--- src/rtl/uart_rx_param.sv ---
// Parametrised UART receiver: majority-voted bit sampling, glitch-rejecting start detection,
// parity/framing/break/overrun status and a valid/ready output holding register.
`timescale 1ns/1ps

module uart_rx_param #(
  parameter int CLKS_PER_BIT = 217,
  parameter int DATA_BITS    = 8,
  parameter bit PARITY_EN    = 1'b0,
  parameter bit PARITY_ODD   = 1'b0,
  parameter int STOP_BITS    = 1
) (
  input  logic                 clk,
  input  logic                 rst,
  input  logic                 rx_in,
  input  logic                 rx_enable_signal,
  output logic [DATA_BITS-1:0] rx_data,
  output logic                 rx_done_signal,
  output logic                 rx_valid,
  input  logic                 rx_ready,
  output logic                 parity_err,
  output logic                 frame_err,
  output logic                 break_det,
  output logic                 overrun_err,
  input  logic                 err_clr
);

  localparam int CNT_W = $clog2(CLKS_PER_BIT);
  localparam int IDX_W = $clog2(DATA_BITS);
  localparam int H     = CLKS_PER_BIT / 2;

  localparam logic [CNT_W-1:0] CNT_HM1   = CNT_W'(H - 1);
  localparam logic [CNT_W-1:0] CNT_H     = CNT_W'(H);
  localparam logic [CNT_W-1:0] CNT_LAST  = CNT_W'(CLKS_PER_BIT - 1);
  localparam logic [IDX_W-1:0] IDX_LAST  = IDX_W'(DATA_BITS - 1);
  localparam logic             STOP_LAST = (STOP_BITS == 2) ? 1'b1 : 1'b0;

  typedef enum logic [2:0] {
    S_IDLE,
    S_START,
    S_DATA,
    S_PARITY,
    S_STOP
  } state_t;

  state_t                 state;
  logic [1:0]             sync_q;
  logic [CNT_W-1:0]       cnt;
  logic [IDX_W-1:0]       idx;
  logic                   stop_idx;
  logic                   s0;
  logic [DATA_BITS-1:0]   shreg;
  logic                   par_bit;
  logic                   perr_q;
  logic                   ferr_q;

  logic rxs;
  logic rxs_next;
  logic maj;
  logic first_stop_low;
  logic brk_now;

  // The FSM registers act as a second stage alongside sync_q[1]: they capture sync_q[0]
  // on the same edge, so the third vote and the start edge are seen one clock earlier.
  assign rxs      = sync_q[1];
  assign rxs_next = sync_q[0];
  assign maj      = (s0 & rxs) | (s0 & rxs_next) | (rxs & rxs_next);

  assign first_stop_low = stop_idx ? ferr_q : ~maj;
  assign brk_now        = (shreg == '0) && (!PARITY_EN || !par_bit) && first_stop_low;

  // NOTE: sequential state uses non-blocking assignments only, so every flop samples
  // pre-edge values regardless of statement order.
  always_ff @(posedge clk or negedge rst) begin
    if (!rst) begin
      sync_q <= 2'b11;
    end else begin
      sync_q <= {sync_q[0], rx_in};
    end
  end

  always_ff @(posedge clk or negedge rst) begin
    if (!rst) begin
      state          <= S_IDLE;
      cnt            <= '0;
      idx            <= '0;
      stop_idx       <= 1'b0;
      s0             <= 1'b1;
      shreg          <= '0;
      par_bit        <= 1'b0;
      perr_q         <= 1'b0;
      ferr_q         <= 1'b0;
      rx_data        <= '0;
      rx_valid       <= 1'b0;
      rx_done_signal <= 1'b0;
      parity_err     <= 1'b0;
      frame_err      <= 1'b0;
      break_det      <= 1'b0;
      overrun_err    <= 1'b0;
    end else begin
      // NOTE: defaults come first; a later assignment in the frame-completion branch
      // overrides them, which is how completion beats the handshake clear and err_clr.
      rx_done_signal <= 1'b0;
      break_det      <= 1'b0;
      if (rx_valid && rx_ready) rx_valid <= 1'b0;
      if (err_clr)              overrun_err <= 1'b0;

      if (cnt == CNT_HM1) s0 <= rxs;
      cnt <= (cnt == CNT_LAST) ? '0 : cnt + CNT_W'(1);

      unique case (state)
        S_IDLE: begin
          cnt <= '0;
          if (rx_enable_signal && rxs && !rxs_next) begin
            state  <= S_START;
            perr_q <= 1'b0;
            ferr_q <= 1'b0;
          end
        end

        S_START: begin
          if (cnt == CNT_H && maj) begin
            state <= S_IDLE;
          end else if (cnt == CNT_LAST) begin
            state <= S_DATA;
            idx   <= '0;
          end
        end

        S_DATA: begin
          if (cnt == CNT_H) shreg[idx] <= maj;
          if (cnt == CNT_LAST) begin
            if (idx == IDX_LAST) begin
              state    <= PARITY_EN ? S_PARITY : S_STOP;
              stop_idx <= 1'b0;
            end else begin
              idx <= idx + IDX_W'(1);
            end
          end
        end

        S_PARITY: begin
          if (cnt == CNT_H) begin
            par_bit <= maj;
            perr_q  <= maj != ((^shreg) ^ PARITY_ODD);
          end
          if (cnt == CNT_LAST) begin
            state    <= S_STOP;
            stop_idx <= 1'b0;
          end
        end

        S_STOP: begin
          if (cnt == CNT_H) begin
            if (stop_idx == STOP_LAST) begin
              // Frame completes mid stop bit so a back-to-back start edge is never missed.
              state          <= S_IDLE;
              rx_done_signal <= 1'b1;
              break_det      <= brk_now;
              if (!rx_valid || rx_ready) begin
                rx_data    <= shreg;
                parity_err <= perr_q;
                frame_err  <= ferr_q | ~maj;
                rx_valid   <= 1'b1;
              end else begin
                overrun_err <= 1'b1;
              end
            end else begin
              ferr_q <= ferr_q | ~maj;
            end
          end else if (cnt == CNT_LAST) begin
            stop_idx <= 1'b1;
          end
        end

        default: state <= S_IDLE;
      endcase
    end
  end

endmodule

--- config.mk ---
export PLATFORM = sky130hd
export DESIGN_NAME = uart_rx_param
export DESIGN_NICKNAME = d
export VERILOG_FILES = /design/src/rtl/uart_rx_param.sv
export SDC_FILE = /design/constraint.sdc
export NUM_CORES = 1
export LEC_CHECK = 0
export ABC_AREA = 1
export ABC_CLOCK_PERIOD_IN_PS = 3000
export BUFFER_PORTS_ARGS = -buffer_cell sky130_fd_sc_hd__buf_2
export CAP_MARGIN = 0
export CORE_ASPECT_RATIO = 1.2
export CORE_MARGIN = 10
export CORE_UTILIZATION = 60
export CTS_CLUSTER_SIZE = 14
export DETAILED_ROUTE_END_ITERATION = 8
export GPL_ROUTABILITY_DRIVEN = 0
export GPL_TIMING_DRIVEN = 1
export HOLD_SLACK_MARGIN = 0.1
export PLACE_DENSITY = 0.76
export SETUP_SLACK_MARGIN = 0.5
export SYNTH_ARGS = -nofsm -noshare
export SYNTH_HDL_FRONTEND = slang
export SYNTH_SLANG_ARGS = --single-unit
--- constraint.sdc ---
create_clock -name clk -period 3 [get_ports clk]
set_input_delay 0.3 -clock clk [delete_from_list [all_inputs] [get_ports clk]]
set_output_delay 0.3 -clock clk [all_outputs]
set_load 0.02 [all_outputs]
# --- Word level (Yosys, flattened, before mapping) ---
# Index checks and enable logic that the tools add are counted.
# Widths: inputs -> output; s select.
classes:
  addsub: 2
  order_cmp: 2
  n_eq_ne: 23
  muxes: 48
  n_bitwise: 8
  reduce_logical: 23
ops:
  columns: ["op", "count"]
  rows:
  - ["$mux 3", 12]
  - ["$mux 1", 27]
  - ["$ne 2x2->1 const B", 13]
  - ["$eq 8x7->1 const B", 2]
  - ["$mux 8", 2]
  - ["$pmux 3 s5", 1]
  - ["$add 8x1->8 const B", 1]
  - ["$bwmux 8", 1]
  - ["$eq 8x8->1 const B", 1]
  - ["$logic_not 8->1", 1]
  - ["$reduce_and 4->1", 2]
  - ["$reduce_xor 8->1", 1]
  - ["$reduce_and 7->1", 1]
  - ["$eq 3x2->1 const B", 2]
  - ["$eq 3x3->1 const B", 2]
  - ["$logic_and 1x1->1", 6]
  - ["$pmux 3 s2", 1]
  - ["$reduce_and 6->1", 1]
  - ["$reduce_bool 2->1", 3]
  - ["$reduce_and 5->1", 1]
  - ["$lt 3x4->1 const B", 1]
  - ["$pmux 1 s2", 2]
  - ["$add 3x1->3 const B", 1]
  - ["$and 1x1->1", 3]
  - ["other kinds (14)", 18]
totals:
  ff_bits: 42
  inputBits: 6
  out_inout_bits: 14
  wordCells: 122

# --- Logic depth before layout (Yosys ltp) ---
depth:
  depth_word: 9
  depth_mapped: 12
  mapped_depth_nobuf: 11

# --- Worst setup path after synthesis ---
# Ideal clock, no wire load.
synth_timing:
  kind: "register -> register"
  start: "reg cnt[0]"
  end: "reg perr_q"
  arrival_ps: 1360
  required_ps: 2884
  setup_slack_ps: 1524
  stages_incl_launch_ff: 10
  period_less_slack_ps: 1476
  path_cell_list: "dfrtp_1 inv_1 ha_1 nand2_1 nor2_2 nand2_4 a21boi_0 o21ai_0 nand2_1 nand2_1"
synth_via:
  elab_chain_cells: 3
synth_rtl:
  columns: ["item", "line_no", "rtl"]
  rows:
  - ["from (decl)", "47", "logic [CNT_W-1:0] cnt;"]
  - ["from (signal assigned)", "108", "cnt <= (cnt == CNT_LAST) ? '0 : cnt + CNT_W'(1);"]
  - ["$eq 8x7->1", "142", "if (cnt == CNT_H) begin"]
  - ["$ne 2x2->1 (no line)", null, null]
  - ["$reduce_and 3->1 (no line)", null, null]
  - ["to (signal assigned)", "144", "perr_q <= maj != ((^shreg) ^ PARITY_ODD);"]
  - ["to (decl)", "53", "logic perr_q;"]
# Every way passes these cells.
# A chain may end at the register's enable or synchronous reset.

# --- Worst setup path in the final report ---
# Ends and elaborated chain as after synthesis.

==> results.cfg <==
[status]
status = completed

[pwr]
p_sw_share_pct = 34.3
p_seq_share_pct = 49.7
cellPowerDensity_nw_per_um2 = 578
total_power_uw = 1360
p_sw_uw = 467
intPower_uw = 894
p_leak_uw = 0.00121
combPwrFrac_pct = 25.0
p_clk_share_pct = 25.4
peakVddDrop_mv = 0.426

[synthesis]
synth_cells = 254
synth.avg_cell_area_um2 = 8.43
yosysWarnings = 0
yosys_register_bits = 42
netlist_area_um2 = 2140
synth.distinct_cells = 30
synth_nets = 268
ys_seq_area_share_pct = 49.3

[global_route]
grt.overflow.total = 0
met3_usage_pct = 3.85
grt_pass1_vias = 1554
grtUsageTotal_pct = 13.2
use_met2_pct = 20.4
antenna_found_initial = 0
busiest_layer = met2
grt_max_degree = 43
grt_pass1_wl_um = 6680
met1_usage_pct = 16.2

[clocking]
htreeDepth = 2
clkSinkCount = 42
root_buffer = clkbuf_8
clk_pin_slew_worst_paths_ns = 0.08
cts_tree = built
cts_buffer_depth = 2
numCtsBuffers = 5
clk_latency_ns = 0.29

[floorplan]
num_rows = 23
start_util_pct = 63.0
io_pins = 20
die_width_um = 74.5
core_area_um2 = 3400
die_area_um2 = 6370
fp.dieH_um = 85.4

[job]
maxCapViolCount = 0

[sta]
setup_viol = 0
relSlewSlack_pct = 39.8
fin_ws_ns = 1.39
drv_slew = 0
final.period_utilization_pct = 53.7
fmax_ghz = 0.621
rsz0062_at_grt = no
tightest_slew_ns = 0.902
tns_ns = 0
hold_viol_final = 0
min_period_ns = 1.61
clock_skew_ns = 0.00689

[detailed_routing]
viasPerCell = 5.06
dr.pass1.iters = 4
drcViolationCount = 0
wire_per_inst_um = 11.8
drt-total-wl_um = 3720
detail-route-antenna-nets = 0
dr_total_vias = 1600
detail_route.iter0.violations = 107

[final_layout]
n_fill_cell = 287
postLayoutCoreUtil_pct = 69.3
drive_above_1_share_pct = 17.2
finalNetCount = 292
finalNonFillerCells = 316
layout_common_cells = nand2_1 (73), dfrtp_1 (39), inv_1 (32)
syn_to_final_growth_pct = 9.99
area.sequential_um2 = 1050
final_common_cell = nand2_1
antennaDiodeCount = 0
multiInputGateArea_um2 = 942

[critical_path]
cp-start-kind = flip-flop
worstPathMaxFanout = 4
slowest_stage = dfrtp_1
crit_family = simple AND/OR/NAND/NOR gates
arrival_ns = 1.80
end_kind = flip-flop
worst-path-buf-inv = 1
slowest_delay_ns = 0.41
path_common_cell = nand2_1
worstPathRequired_ns = 3.18
path_class = reg -> reg
path_cells = inv_1, ha_1, nand2_1, nor2_2, nand2_4, a21boi_0, o21ai_0, nand2_1, nand2_1

[worst_hold_path]
min_path_type = in -> async

[placed_design]
place_inst = 307
dpl.hpwl_um = 2740
io_buffers = 19
dp_slack_ns = 1.41
-- what timing repair did --
action                     in CTS  in global routing
gates resized for setup         0                  0
setup buffers                   0                  0
hold buffers                    1                  0
hold endpoints to repair        1                  0
setup endpoints to repair       0                  0
-- cell families (layout without fill, tap and decap cells) --
group / count (synthesis) / after routing / synth area share [%]
AOI/OAI and AO/OA: 29 / 29 / 8.65
adders and majority gates: 8 / 8 / 4.68
and+or+nand+nor: 133 / 133 / 28.1
DFF: 42 / 42 / 49.3
buffers and inverters: 36 / 61 / 6.72
muxes: 1 / 1 / 0.526
xor gates and xnor gates: 5 / 5 / 2.05
-- worst register-to-register path: cells and delay by family (launching register included) --
family / cells / cell delay [ns]
simple gates: 5 / 0.46
compound gates: 2 / 0.43
flops: 1 / 0.41
fa+ha+maj: 1 / 0.15
buf+inv: 1 / 0.07
-- final timing paths --
kind                                           from                      to  slack [ns]  depth (start not counted)
worst max-delay path               cnt[0]$_DFF_PN0_      perr_q$_DFFE_PN0P_        1.39                          9
worst min-delay path                            rst  rx_data[4]$_DFFE_PN0P_        0.13                          1
worst max register to register     cnt[0]$_DFF_PN0_      perr_q$_DFFE_PN0P_        1.39                          9
worst min register to register  sync_q[0]$_DFF_PN1_     sync_q[1]$_DFF_PN1_        0.38                          0
max in group asynchronous                       rst        cnt[7]$_DFF_PN0_        2.29                          1
min in group clk                            err_clr   overrun_err$_DFF_PN0_        0.20                          2
-- cell type report --
cell class / count / area share (%)
Multi-Input combinational cell: 176 / 40.0
Clock buffer: 6 / 3.08
Timing Repair Buffer: 20 / 4.46
Tap cell: 37 / 1.97
Inverter: 33 / 5.26
Sequential cell: 42 / 44.8
Clock inverter: 2 / 0.425
-- Yosys cell counts --
| cell | number | area, um2 |
|---|---|---|
| a21boi_0 | 1 | 7.51 |
| a21oi_1 | 1 | 5.00 |
| buf_2 | 1 | 5.00 |
| buf_6 | 1 | 11.3 |
| clkbuf_1 | 1 | 3.75 |
| dfrtp_1 | 39 | 976 |
| dfstp_2 | 3 | 78.8 |
| ha_1 | 8 | 100 |
| inv_1 | 32 | 120 |
| inv_2 | 1 | 3.75 |
| mux2_2 | 1 | 11.3 |
| nand2_1 | 73 | 274 |
| nand2_4 | 2 | 22.5 |
| nand3_1 | 17 | 85.1 |
| nand3b_1 | 2 | 15.0 |
| nand4_1 | 3 | 18.8 |
| nor2_1 | 22 | 82.6 |
| nor2_2 | 3 | 18.8 |
| nor2_4 | 1 | 11.3 |
| nor2_8 | 1 | 20.0 |
| nor3_1 | 6 | 30.0 |
| nor3b_1 | 2 | 15.0 |
| o211ai_1 | 1 | 7.51 |
| o21ai_0 | 15 | 75.1 |
| o21ai_1 | 1 | 5.00 |
| o21ai_2 | 9 | 78.8 |
| o22ai_1 | 1 | 6.26 |
| or2_4 | 1 | 8.76 |
| xnor2_1 | 4 | 35.0 |
| xor2_1 | 1 | 8.76 |
-- layer usage --
| metal | vias up | part of all wire (%) |
|---|---|---|
| met5 | - | 0 |
| met4 | 0 | 1.5 |
| met3 | 6 | 5.7 |
| met2 | 25 | 45 |
| met1 | 713 | 48 |
| li1 | 856 | - |
-- power groups by stage --
| stage | clock network (uW) | registers (uW) | logic (uW) |
|---|---|---|---|
| floorplan | 0 | 674 | 269 |
| global placement | 0 | 685 | 332 |
| detailed placement | 0 | 686 | 337 |
| CTS | 360 | 676 | 340 |
| global route | 383 | 684 | 409 |
| finish | 345 | 676 | 340 |
-- state kept, by name (all words and copies together), names as in the netlist --
signal	flops
shreg	8
idx	3
stop_idx	1
perr_q	1
break_det	1
ferr_q	1
overrun_err	1
rx_data	8
frame_err	1
cnt	8
s0	1
parity_err	1
state	3
rx_valid	1
sync_q	2
rx_done_signal	1
-- per-stage QoR --
| stage | hold slack [ns] | area, um2 |
|---|---|---|
| 2_1_floorplan | 0.00441 | 2140 |
| 3_3_place_gp | 0.370 | 2260 |
| 3_5_place_dp | 0.373 | 2260 |
| 4_1_cts | 0.165 | 2350 |
| 5_1_grt | 0.186 | 2350 |
| 6_report | 0.134 | 2350 |
Power figures use the tool's default switching activity.
